[src/rtl/uart_tx_ctrl.sv]
// UART transmit controller: sequences start, data, optional parity and stop
// bits, one frame bit per CLK, and drives the line-source select for an
// external output mux. All outputs are registered.
// Optional feature macro: UART_TX_PARITY_EN (parity bit support). When it is
// undefined the parity state is absent, PAR_EN/PAR_TYP are ignored and
// PAR_BIT is held at 0.

module uart_tx_ctrl #(
    parameter int unsigned DATA_WIDTH = 8
) (
    input  logic                  CLK,
    input  logic                  RST,
    input  logic [DATA_WIDTH-1:0] P_DATA,
    input  logic                  DATA_VALID,
    input  logic                  PAR_EN,
    input  logic                  PAR_TYP,
    output logic                  SER_DATA,
    output logic                  PAR_BIT,
    output logic [1:0]            MUX_SEL,
    output logic                  BUSY
);

    localparam logic [1:0] SEL_START  = 2'b00;
    localparam logic [1:0] SEL_DATA   = 2'b01;
`ifdef UART_TX_PARITY_EN
    localparam logic [1:0] SEL_PARITY = 2'b10;
`endif
    localparam logic [1:0] SEL_STOP   = 2'b11;

    localparam logic [2:0] LAST_BIT = 3'(DATA_WIDTH - 1);

    typedef enum logic [2:0] {
        IDLE,
        START,
        DATA,
`ifdef UART_TX_PARITY_EN
        PARITY,
`endif
        STOP
    } state_t;

    state_t                state;
    logic [DATA_WIDTH-1:0] shift_reg;
    logic [2:0]            bit_cnt;

`ifdef UART_TX_PARITY_EN
    logic                  par_en_q;
`else
    logic                  unused_cfg;

    assign unused_cfg = PAR_EN ^ PAR_TYP;
    assign PAR_BIT    = 1'b0;
`endif

    // Frame sequencer; outputs are computed from the next state so they
    // line up with the state register.
    always_ff @(posedge CLK) begin
        if (!RST) begin
            state     <= IDLE;
            shift_reg <= '0;
            bit_cnt   <= '0;
            MUX_SEL   <= SEL_STOP;
            BUSY      <= 1'b0;
            SER_DATA  <= 1'b0;
`ifdef UART_TX_PARITY_EN
            par_en_q  <= 1'b0;
            PAR_BIT   <= 1'b0;
`endif
        end else begin
            case (state)
                // STOP shares the IDLE decision so a request in the stop
                // cycle starts the next frame with no idle gap.
                IDLE, STOP: begin
                    if (DATA_VALID) begin
                        state     <= START;
                        shift_reg <= P_DATA;
                        MUX_SEL   <= SEL_START;
                        BUSY      <= 1'b1;
                        SER_DATA  <= 1'b0;
`ifdef UART_TX_PARITY_EN
                        par_en_q  <= PAR_EN;
                        PAR_BIT   <= (^P_DATA) ^ PAR_TYP;
`endif
                    end else begin
                        state    <= IDLE;
                        MUX_SEL  <= SEL_STOP;
                        BUSY     <= 1'b0;
                        SER_DATA <= 1'b0;
                    end
                end
                START: begin
                    state     <= DATA;
                    bit_cnt   <= '0;
                    MUX_SEL   <= SEL_DATA;
                    SER_DATA  <= shift_reg[0];
                    shift_reg <= shift_reg >> 1;
                end
                DATA: begin
                    if (bit_cnt == LAST_BIT) begin
                        SER_DATA <= 1'b0;
`ifdef UART_TX_PARITY_EN
                        if (par_en_q) begin
                            state   <= PARITY;
                            MUX_SEL <= SEL_PARITY;
                        end else begin
                            state   <= STOP;
                            MUX_SEL <= SEL_STOP;
                        end
`else
                        state   <= STOP;
                        MUX_SEL <= SEL_STOP;
`endif
                    end else begin
                        bit_cnt   <= bit_cnt + 3'd1;
                        SER_DATA  <= shift_reg[0];
                        shift_reg <= shift_reg >> 1;
                    end
                end
`ifdef UART_TX_PARITY_EN
                PARITY: begin
                    state   <= STOP;
                    MUX_SEL <= SEL_STOP;
                end
`endif
                default: begin
                    state    <= IDLE;
                    MUX_SEL  <= SEL_STOP;
                    BUSY     <= 1'b0;
                    SER_DATA <= 1'b0;
                end
            endcase
        end
    end

endmodule

[config.mk]
export PLATFORM = sky130hd
export DESIGN_NAME = uart_tx_ctrl
export DESIGN_NICKNAME = d
export VERILOG_FILES = /design/src/rtl/uart_tx_ctrl.sv
export SDC_FILE = /design/constraint.sdc
export NUM_CORES = 1
export LEC_CHECK = 0
export ABC_AREA = 1
export BUFFER_PORTS_ARGS = -buffer_cell sky130_fd_sc_hd__buf_2
export CORE_ASPECT_RATIO = 0.8
export CORE_MARGIN = 4
export CORE_UTILIZATION = 38
export DETAILED_ROUTE_END_ITERATION = 12
export GPL_TIMING_DRIVEN = 0
export HOLD_SLACK_MARGIN = 0.1
export SKIP_CTS_REPAIR_TIMING = 1
export SYNTH_ARGS = -nofsm -noshare
export SYNTH_HDL_FRONTEND = slang
export SYNTH_SLANG_ARGS = --single-unit
[constraint.sdc]
create_clock -name CLK -period 1.4 [get_ports CLK]
set_input_delay 0.07 -clock CLK [delete_from_list [all_inputs] [get_ports CLK]]
set_output_delay 0.07 -clock CLK [all_outputs]
set_load 0.01 [all_outputs]
==> results of run 1 <==
==> cell families (layout without fill, tap and decap cells) <==
family	after synthesis	count (layout)	share of synthesized area, %
flip-flops	17	17	39.6
buffers and inverters	22	46	13.1
other	1	1	0.436
AO/OA/AOI/OAI	19	19	12.1
adder cells (fa/ha/maj)	4	4	5.82
AND/OR/NAND/NOR	59	59	29.0
==> power by group through the flow <==
| stage | logic, W | registers (W) | clock network [W] |
|---|---|---|---|
| floorplan | 0.000697 | 0.000726 | 0 |
| global placement | 0.000905 | 0.000713 | 0 |
| detailed placement | 0.000922 | 0.000722 | 0 |
| CTS | 0.000925 | 0.000710 | 0.000277 |
| global route | 0.00124 | 0.000732 | 0.000293 |
| finish | 0.00110 | 0.000712 | 0.000260 |
==> through the flow <==
| stage | setup slack, ps | TNS [ps] | std cells | hold WS (ps) | util (%) |
|---|---|---|---|---|---|
| floorplan | 104 | 0 | 122 | 208 | - |
| global placement | 27.0 | 0 | 161 | 370 | 44.5 |
| detailed placement | 14.9 | 0 | 161 | 369 | 44.5 |
| CTS | 0.0788 | 0 | 165 | 54.7 | 45.7 |
| global route | -11.0 | -36.2 | 171 | 109 | 50.0 |
| finish | 44.0 | 0 | 171 | 104 | 50.0 |
==> cell type report <==
cell class              instances  area (sq um)
plain buffers                   5          52.6
flip-flops and latches         17           342
inverters                      17          63.8
clock buffers                   4          26.3
repair buffers                 20           135
multi-input cells              83           428
fillers                       205          1080
well taps                      25          31.3
==> cells in the mapped netlist, drive strengths merged <==
cell and n:
nor2 17, nand3 4, conb 1, o21ai 10
o211ai 1, nand2 38, inv 17, a21boi 1
dfxtp 17, buf 5, a21oi 7, ha 4
==> worst paths after layout <==
path / startpoint / endpoint / slack, ps
worst max-delay path: bit_cnt[0]$_SDFFE_PN0P_ / shift_reg[0]$_SDFFE_PN0P_ / 40
worst min-delay path: P_DATA[5] / shift_reg[5]$_SDFFE_PN0P_ / 100
worst max register to register: bit_cnt[0]$_SDFFE_PN0P_ / shift_reg[0]$_SDFFE_PN0P_ / 40
worst min register to register: BUSY$_SDFFE_PN0N_ / BUSY$_SDFFE_PN0N_ / 460
==> cell usage in the layout (no fill, tap or decap) <==
| cell | count |
|---|---|
| inv_1 | 17 |
| nor2_2 | 2 |
| a21oi_1 | 6 |
| dfxtp_2 | 1 |
| clkbuf_4 | 3 |
| a21boi_1 | 1 |
| o21ai_1 | 3 |
| o211ai_1 | 1 |
| a21oi_2 | 1 |
| clkbuf_1 | 1 |
| o21ai_0 | 7 |
| ha_1 | 3 |
| nand2_4 | 1 |
| buf_2 | 14 |
| nor2_1 | 15 |
| ha_2 | 1 |
| nand2_1 | 31 |
| dlygate4sd3_1 | 1 |
| buf_6 | 2 |
| nand2_8 | 1 |
| buf_8 | 1 |
| conb_1 | 1 |
| nand3_1 | 4 |
| nand2_2 | 5 |
| buf_4 | 6 |
| dfxtp_1 | 16 |
| clkbuf_16 | 1 |
==> critical path, cell delays in order (launching register included) <==
cell	delay [ps]
dfxtp_1	340
ha_1	210
ha_2	200
nand2_2	130
nand2_8	80
clkbuf_16	160
nor2_1	90
nor2_1	50
==> layer usage <==
layer	vias to the layer above	wire (um)	GRT usage, %
li1	425	-	-
met3	2	116	4.88
met4	0	12	1.08
met5	-	0	0
met1	339	889	17.5
met2	19	761	16.0
==> summary.md, run 1 <==
| Metric | Value |
|---|---|
| Die ar. | `0.00309 sq mm` |
| Core region area | `0.00216 sq mm` |
| Total Wirelength | `1780 um` |
| Die X | `61.2 um` |
| Clk_lat worst skew | `280 ps` |
| Synth Register Bits | `17` |
| Synth warn | `0` |
| Final ANT Viol Nets | `0` |
| DR vias | `785` |
| Share of cells above drive strength 1 | `26.7%` |
| Netlist cell types | `16` |
| Reg power frac | `34.3%` |
| Crit path time final | `1360 ps` |
| GPL Wtd Cong | `0.740` |
| Crit end category | `flip-flop` |
| Final hold vios | `0` |
| Number of global-route vias before repair | `634` |
| Final Power | `0.00208 W` |
| WS Path Type | `flip-flop to flip-flop` |
| Area Growth Syn to Fin | `25.5%` |
| Yosys top cell by area | `dfxtp_1` |
| Number of H-tree levels | `1` |
| Drt pass-1 iters | `5` |
| Rows | `15` |
| Root buf cell | `clkbuf_4` |
| Number of port buffers | `14` |
| Switching Share | `39.8%` |
| Fin crit share | `96.9%` |
| Worst vdd ir | `1.06 mV` |
| CTS buffer count | `3` |
| Outcome | `finished, final reports clean` |
| Mapped Cells | `122` |
| Critical Path Start Type | `flip-flop` |
| Final HPWL DP | `1270 um` |
| Max clock buf depth | `2` |
| Clock Sinks | `17` |
| Register-to-Register Path Depth | `7` |
| Mapped Area | `860 sq um` |
| Initial antenna violation count | `0` |
| Starting Density | `39.8%` |
| NetSw | `0.000826 W` |
| Final Instance Area | `0.00108 sq mm` |
| WL/cell | `10.4 um` |
| Slew Limit Fails | `0` |
| Worst Clk Skew | `2.80 ps` |
| CP Max Fanout | `7` |
| Final #Nets | `164` |
| Hold path depth | `5` |
| Static Leakage | `0.530 nW` |
| First-pass GRT wire length | `2740 um` |
| Comb pwr share | `53.2%` |
| Die Y-Extent | `50.5 um` |
| Largest net degree at the start of global routing | `11` |
| Power share of the clock group | `12.5%` |
| Dpl cell area | `961 sq um` |
| Critical Path RT | `1590 ps` |
| Fmax | `0.737 GHz` |
| Hold Crit Class | `input pin to flip-flop` |
| Sequential-to-total area share from yosys stat | `39.6%` |
| Synth top area share | `39.6%` |
| DRC errors left | `0` |
| Reg clk slew, reported paths | `100 ps` |
| IO Pins | `18` |
| GRT Overall Usage | `11.7%` |
| TritonCTS clock tree | `built` |
| Vias per inst | `4.59` |
| Initial drt markers | `29` |
| WP data arrival | `1550 ps` |
| Max-Cap Viols | `0` |
| Final setup fails | `0` |
| Antenna diodes | `0` |
| Internal Power | `0.00125 W` |
| GR Overflow Total | `0` |
| Synthesized Nets | `139` |
| Max reg flops | `8` |
| Post-Syn Area per Cell | `7.05 sq um` |
| P per Cell Area | `1920 mW/mm^2` |
| Synth top area cells | `dfxtp_1, nand2_1, inv_1, nor2_1, ha_1` |
Power figures use the tool's default switching activity.
==> run 2: changes to the inputs <==
--- a/config.mk
+++ b/config.mk
@@ -6,7 +6,7 @@
 export NUM_CORES = 1
 export LEC_CHECK = 0
 export ABC_AREA = 1
-export BUFFER_PORTS_ARGS = -buffer_cell sky130_fd_sc_hd__buf_2
+export BUFFER_PORTS_ARGS = -buffer_cell sky130_fd_sc_hd__clkbuf_2
 export CORE_ASPECT_RATIO = 0.8
 export CORE_MARGIN = 4
 export CORE_UTILIZATION = 38
@@ -17,3 +17,4 @@
 export SYNTH_ARGS = -nofsm -noshare
 export SYNTH_HDL_FRONTEND = slang
 export SYNTH_SLANG_ARGS = --single-unit
+export TNS_END_PERCENT = 30
==> constraint.sdc (replaced) <==
create_clock -name CLK -period 1.1 [get_ports CLK]
set_input_delay 0.055 -clock CLK [delete_from_list [all_inputs] [get_ports CLK]]
set_output_delay 0.055 -clock CLK [all_outputs]
set_load 0.01 [all_outputs]
==> summary.md, run 2 (same netlist as run 1, synthesis figures left out) <==
| Metric | Value |
|---|---|
| Failing checks | `negative setup slack` |
| Fin crit share | `118% (+22 points)` |
| Reg power frac | `32.0% (-2.3 points)` |
| First-pass GRT wire length | `2660 um (-2.8%)` |
| Slowest stage delay, CP | `360 ps (+20 ps)` |
| Rows | `15 (unchanged)` |
| Max reg flops | `8 (unchanged)` |
| Worst Clk Skew | `2.78 ps (-0.0169 ps)` |
| Crit path time final | `1300 ps (-52.8 ps)` |
| Final hold slack | `69.1 ps (-34.8 ps)` |
| Die Y-Extent | `50.5 um (unchanged)` |
| Finished Layout Cells | `174 (+1.8%)` |
| Core region area | `0.00216 sq mm (unchanged)` |
| FF-to-FF Start | `state[0]$_SDFFE_PN0P_` |
| Hold Crit Class | `input pin to flip-flop` |
| Static Leakage | `0.565 nW (+6.6%)` |
| Final ANT Viol Nets | `0 (unchanged)` |
| P per Cell Area | `2450 mW/mm^2 (+27%)` |
| Crit-path leading delay family | `flip-flops` |
| FILL cells | `204 (-0.49%)` |
| GR Overflow Total | `0 (unchanged)` |
| Final #Nets | `167 (+1.8%)` |
| TNS Setup | `-1880 ps (-1880 ps)` |
| Commonest non-fill, non-tap cell in the layout | `nand2_1` |
| Levels on crit path | `9 (+2)` |
| Final setup fails | `14 (+14)` |
| Total Wirelength | `1920 um (+7.7%)` |
| GRT Overall Usage | `11.8% (+0.13 points)` |
| CP Launch Point | `state[0]$_SDFFE_PN0P_` |
| Critical Path Most Common Cell | `buf_8` |
| Critical path buffers and inverters | `3 (+2)` |
| Clock Sinks | `17 (unchanged)` |
| Worst hold start | `P_DATA[4]` |
| Pre-CTS setup slack | `-232 ps (-246 ps)` |
| Slew Limit Fails | `0 (unchanged)` |
| Clk_lat worst skew | `300 ps (+20 ps)` |
| Dpl cell area | `962 sq um (+0.13%)` |
| Comb pwr share | `56.4% (+3.2 points)` |
| Vias per inst | `4.60 (+0.15%)` |
| Critical Path Start Type | `flip-flop` |
| Area Growth Syn to Fin | `39.0%` |
| CTS buffer count | `3 (unchanged)` |
| DR vias | `800 (+1.9%)` |
| Fmax | `0.767 GHz (+4.0%)` |
| Drt pass-1 iters | `4 (-1)` |
| Root buf cell | `clkbuf_4` |
| Number of H-tree levels | `1 (unchanged)` |
| Initial antenna violation count | `0 (unchanged)` |
| Final Instance Area | `0.00119 sq mm (+11%)` |
| Die ar. | `0.00309 sq mm (unchanged)` |
| Max-Cap Viols | `0 (unchanged)` |
| CP Max Fanout | `7 (unchanged)` |
| WP data arrival | `1510 ps (-40 ps)` |
| Most frequent cells in the layout | `nand2_1, inv_1, nor2_1, clkbuf_2, dfxtp_1` |
| Initial drt markers | `11 (-62%)` |
| Number of port buffers | `14 (unchanged)` |
| Die X | `61.2 um (unchanged)` |
| Worst setup endpoint | `shift_reg[3]$_SDFFE_PN0P_` |
| WL/cell | `11.0 um (+5.9%)` |
| R2r setup slk | `-200 ps (-250 ps)` |
| Reg clk slew, reported paths | `100 ps (about the same)` |
| GPL Wtd Cong | `0.729 (-1.4%)` |
| Crit end category | `flip-flop` |
| Final HPWL DP | `1230 um (-3.0%)` |
| Critical Path RT | `1310 ps (-280 ps)` |
| Final hold vios | `0 (unchanged)` |
| Register-to-Register Path Depth | `9 (+2)` |
| R2r endpoint | `shift_reg[3]$_SDFFE_PN0P_` |
| Number of global-route vias before repair | `626 (-1.3%)` |
| WS Path Type | `flip-flop to flip-flop` |
| Slowest cell on crit path | `dfxtp_2` |
| NetSw | `0.00116 W (+41%)` |
| IO Pins | `18 (unchanged)` |
| Max clock buf depth | `2 (unchanged)` |
| Antenna diodes | `0 (unchanged)` |
| Inst Count DP | `161 (unchanged)` |
| Outcome | `finished with violations` |
| Crit-path cells | `inv_2, ha_4, buf_8, nand2_4, nand2_8, buf_8, nand2_2, nand2_1, nor2_1` |
| Starting Density | `39.8% (unchanged)` |
| DRC errors left | `0 (unchanged)` |
| TritonCTS clock tree | `built` |
| Power share of the clock group | `11.6% (-0.9 points)` |
| Worst vdd ir | `1.20 mV (+13%)` |
| Share of cells above drive strength 1 | `34.9% (+8.2 points)` |
| Final WS setup | `-203 ps (-247 ps)` |
| Largest net degree at the start of global routing | `11 (unchanged)` |
| Internal Power | `0.00176 W (+41%)` |
| Switching Share | `39.8% (about the same)` |
| RSZ-0062 raised after global routing | `yes` |
## run 2: final cells by class
type                    count  area (sq um)  area share, %
clock buffers               4          26.3           2.20
inverters                  17          66.3           5.55
flip-flops and latches     17           345           28.9
plain buffers               5          56.3           4.71
well taps                  25          31.3           2.62
repair buffers             22           170           14.2
multi-input cells          84           499           41.8
## run 2: layer usage
layer	GRT usage (%)	routed length (um)
met4	3.25	9
met5	0	0
met2	15.5	874
met3	6.17	127
met1	16.6	907
## run 2: how the worst min path moves through the flow
stage / end / depth (start not counted)
finish: shift_reg[4]$_SDFFE_PN0P_ / 5
floorplan: state[0]$_SDFFE_PN0P_ / 2
detailed placement: state[0]$_SDFFE_PN0P_ / 3
CTS: state[0]$_SDFFE_PN0P_ / 3
global route: shift_reg[4]$_SDFFE_PN0P_ / 5
global placement: state[0]$_SDFFE_PN0P_ / 3
## run 2: metrics by stage
| step | util, % | power, W |
|---|---|---|
| after floorplan | - | 0.00181 |
| after global placement | 44.6 | 0.00205 |
| after detailed placement | 44.6 | 0.00208 |
| after CTS | 45.8 | 0.00242 |
| after global routing | 55.4 | 0.00316 |
| final | 55.4 | 0.00292 |
## run 2: worst min-delay path: stages
cell	delay (ps)
clkbuf_2	70
nand2_1	40
o21ai_0	60
nor2_1	50
nor2_1	60
## run 2: power by group through the flow
stage | clock [W] | sequential (W) | combinational [W]
5_1_grt | 0.000375 | 0.000953 | 0.00183
6_report | 0.000340 | 0.000937 | 0.00165
3_3_place_gp | 0 | 0.000915 | 0.00114
3_5_place_dp | 0 | 0.000923 | 0.00115
2_1_floorplan | 0 | 0.000928 | 0.000886
4_1_cts | 0.000349 | 0.000908 | 0.00116
==> run 3: changes to the inputs <==
--- a/config.mk
+++ b/config.mk
@@ -5,7 +5,6 @@
 export SDC_FILE = /design/constraint.sdc
 export NUM_CORES = 1
 export LEC_CHECK = 0
-export ABC_AREA = 1
 export BUFFER_PORTS_ARGS = -buffer_cell sky130_fd_sc_hd__clkbuf_2
 export CORE_ASPECT_RATIO = 0.8
 export CORE_MARGIN = 4
==> summary.md, run 3 <==
| Metric | Value |
|---|---|
| Post-Syn Area per Cell | `9.47 sq um (+34%)` |
| Share of cells above drive strength 1 | `34.8% (-0.078 points)` |
| Final WS setup | `-318 ps (-115 ps)` |
| Crit-path leading delay family | `buffers and inverters` |
| Pre-CTS setup slack | `-357 ps (-125 ps)` |
| Final ANT Viol Nets | `0 (unchanged)` |
| Vias per inst | `5.21 (+13%)` |
| First-pass GRT wire length | `2630 um (-1.3%)` |
| TNS Setup | `-3390 ps (-1510 ps)` |
| WP data arrival | `1600 ps (+90 ps)` |
| Final Power | `0.00252 W (-14%)` |
| Largest net degree at the start of global routing | `11 (unchanged)` |
| Starting Density | `42.1% (+2.3 points)` |
| Most frequent cells in the layout | `dfxtp_1, clkbuf_2, nand2_1, nand3_1` |
| Critical Path Most Common Cell | `nand3_1` |
| Synthesized Nets | `105 (-24%)` |
| Switching Share | `36.0% (-3.8 points)` |
| Final HPWL DP | `1210 um (-1.8%)` |
| Number of global-route vias before repair | `574 (-8.3%)` |
| Power share of the clock group | `13.7% (+2.1 points)` |
| Worst vdd ir | `1.44 mV (+20%)` |
| P per Cell Area | `2330 mW/mm^2 (-5.0%)` |
| IO Pins | `18 (unchanged)` |
| Fin crit share | `129% (+10 points)` |
| Die X | `60.4 um (-1.3%)` |
| Synth Register Bits | `17 (unchanged)` |
| DR vias | `709 (-11%)` |
| Clk_lat worst skew | `300 ps (about the same)` |
| Final #Nets | `130 (-22%)` |
| Max reg flops | `8 (unchanged)` |
| CTS buffer count | `3 (unchanged)` |
| Initial drt markers | `15 (+4)` |
| WL/cell | `13.3 um (+21%)` |
| Failing checks | `negative setup slack` |
| Antenna diodes | `0 (unchanged)` |
| Final setup fails | `17 (+3)` |
| Slew Limit Fails | `0 (unchanged)` |
| Worst Clk Skew | `7.77 ps (+4.99 ps)` |
| Die Y-Extent | `49.9 um (-1.3%)` |
| Fmax | `0.705 GHz (-8.1%)` |
| Max clock buf depth | `2 (unchanged)` |
| Top_reg_cell synth | `dfxtp_1` |
| Comb pwr share | `49.3% (-7.1 points)` |
| Initial antenna violation count | `0 (unchanged)` |
| Clock Sinks | `17 (unchanged)` |
| Final hold slack | `126 ps (+57.0 ps)` |
| Die ar. | `0.00301 sq mm (-2.6%)` |
| Inst Count DP | `126 (-22%)` |
| CP Max Fanout | `8 (+1)` |
| Mapped Area | `833 sq um (-3.1%)` |
| Mapped Cells | `88 (-28%)` |
| Critical path buffers and inverters | `4 (+1)` |
| Slowest stage delay, CP | `350 ps (about the same)` |
| Drt pass-1 iters | `4 (unchanged)` |
| Static Leakage | `0.548 nW (-3.0%)` |
| Finished Layout Cells | `136 (-22%)` |
| Critical Path Start Type | `flip-flop` |
| GR Overflow Total | `0 (unchanged)` |
| GRT Overall Usage | `11.7% (-0.10 points)` |
| WS Path Type | `flip-flop to flip-flop` |
| Root buf cell | `clkbuf_4` |
| Area Growth Syn to Fin | `29.9%` |
| Slowest cell on crit path | `dfxtp_2` |
| Total Wirelength | `1810 um (-5.6%)` |
| DRC errors left | `0 (unchanged)` |
| Crit path time final | `1420 ps (+115 ps)` |
| Synth top area cells | `dfxtp_1, mux2i_1, o211a_1, ha_1, nand3_1` |
| TritonCTS clock tree | `built` |
| Critical Path RT | `1280 ps (-30 ps)` |
| EDFF count, synth | `0 (unchanged)` |
| Reg clk slew, reported paths | `110 ps (about the same)` |
| GPL Wtd Cong | `0.720 (-1.2%)` |
| Netlist cell types | `25 (+9)` |
| Reg power frac | `37.0% (+5.0 points)` |
| Rows | `14 (-1)` |
| Synth cell count leaders | `dfxtp_1, nand2_1, nand3_1` |
| Yosys top cell by area | `dfxtp_1` |
| Synth warn | `0 (unchanged)` |
| RSZ-0062 raised after global routing | `yes` |
| Synth top area share | `40.8% (+1.2 points)` |
| Most numerous cell in the Yosys netlist | `dfxtp_1` |
| Sequential-to-total area share from yosys stat | `40.8% (+1.2 points)` |
| Max-Cap Viols | `0 (unchanged)` |
| Number of port buffers | `14 (unchanged)` |
| NetSw | `0.000906 W (-22%)` |
| Number of H-tree levels | `1 (unchanged)` |
| Hold Crit Class | `input pin to flip-flop` |
| Outcome | `finished with violations` |
| Internal Power | `0.00161 W (-8.5%)` |
| Crit-path cells | `inv_2, ha_4, buf_6, buf_8, buf_4, nand2b_1, nand3_1, nand3_1` |
| Final hold vios | `0 (unchanged)` |
| Core region area | `0.00198 sq mm (-8.3%)` |
| Crit end category | `flip-flop` |
| Ys async rst share | `0% (unchanged)` |
## run 3: cell types whose count changed in the layout (fill, tap and decap cells not counted), moves of 4 or more
| cell | before | now |
|---|---|---|
| a21boi_1 | 0 | 4 |
| a21oi_1 | 6 | 0 |
| inv_1 | 14 | 2 |
| mux2i_1 | 0 | 7 |
| nand2_1 | 29 | 9 |
| nand2_2 | 6 | 1 |
| nand2b_1 | 0 | 4 |
| nand3_1 | 4 | 9 |
| nor2_1 | 14 | 1 |
| o211a_1 | 0 | 7 |
| o21ai_0 | 6 | 1 |
## run 3: path summary, 6_finish.rpt
| path | slack (ps) | from | endpoint | cells after the start |
|---|---|---|---|---|
| worst max-delay path | -320 | state[0]$_SDFFE_PN0P_ | MUX_SEL[1]$_SDFFE_PN1P_ | 8 |
| worst min-delay path | 130 | P_DATA[3] | shift_reg[3]$_SDFFE_PN0P_ | 4 |
| worst max register to register | -320 | state[0]$_SDFFE_PN0P_ | MUX_SEL[1]$_SDFFE_PN1P_ | 8 |
| worst min register to register | 440 | shift_reg[0]$_SDFFE_PN0P_ | SER_DATA$_SDFF_PN0_ | 2 |
## run 3: metal layers
metal	vias up	global-route usage, %	share of wire, %	wire (um)
li1	355	-	-	-
met1	334	17.1	51	923
met2	18	14.9	43	773
met3	2	5.48	5.6	101
met4	0	3.32	0.66	12
met5	-	0	0	0
## run 3: kinds of logic after synthesis
| group | Yosys count | synth area share (%) |
|---|---|---|
| simple gates | 33 | 20.9 |
| compound gates | 18 | 17.3 |
| flops | 17 | 40.8 |
| buf+inv | 8 | 6.16 |
| mux | 7 | 8.41 |
| fa+ha+maj | 4 | 6.01 |
| other cells | 1 | 0.450 |
## run 3: final cells by class
| type | instances | area (sq um) |
|---|---|---|
| Clock inverter | 1 | 5.00 |
| Inverter | 3 | 11.3 |
| Clock buffer | 3 | 22.5 |
| Timing Repair Buffer | 20 | 123 |
| Sequential cell | 17 | 344 |
| Fill cell | 183 | 897 |
| Buffer | 5 | 50.0 |
| Multi-Input combinational cell | 63 | 497 |
| Tap cell | 24 | 30.0 |
## run 3: worst reg2reg max path, delay by kind of cell (launching register included)
family / cells / cell delay [ps]
simple gates: 3 / 280
flops: 1 / 350
buf+inv: 4 / 450
fa+ha+maj: 1 / 230
## run 3: stage by stage
step,util (%),instance area [sq um]
2_1_floorplan,-,835
3_3_place_gp,47.2,935
3_5_place_dp,47.2,935
4_1_cts,48.6,962
5_1_grt,54.7,1080
6_report,54.7,1080
## run 3: power by group through the flow
stage | Sequential, W | Clock (W) | Combinational (W)
after global placement | 0.000920 | 0 | 0.00100
after detailed placement | 0.000926 | 0 | 0.00101
after floorplan | 0.000930 | 0 | 0.000780
after CTS | 0.000912 | 0.000352 | 0.00102
final | 0.000932 | 0.000345 | 0.00124
after global routing | 0.000954 | 0.000391 | 0.00136
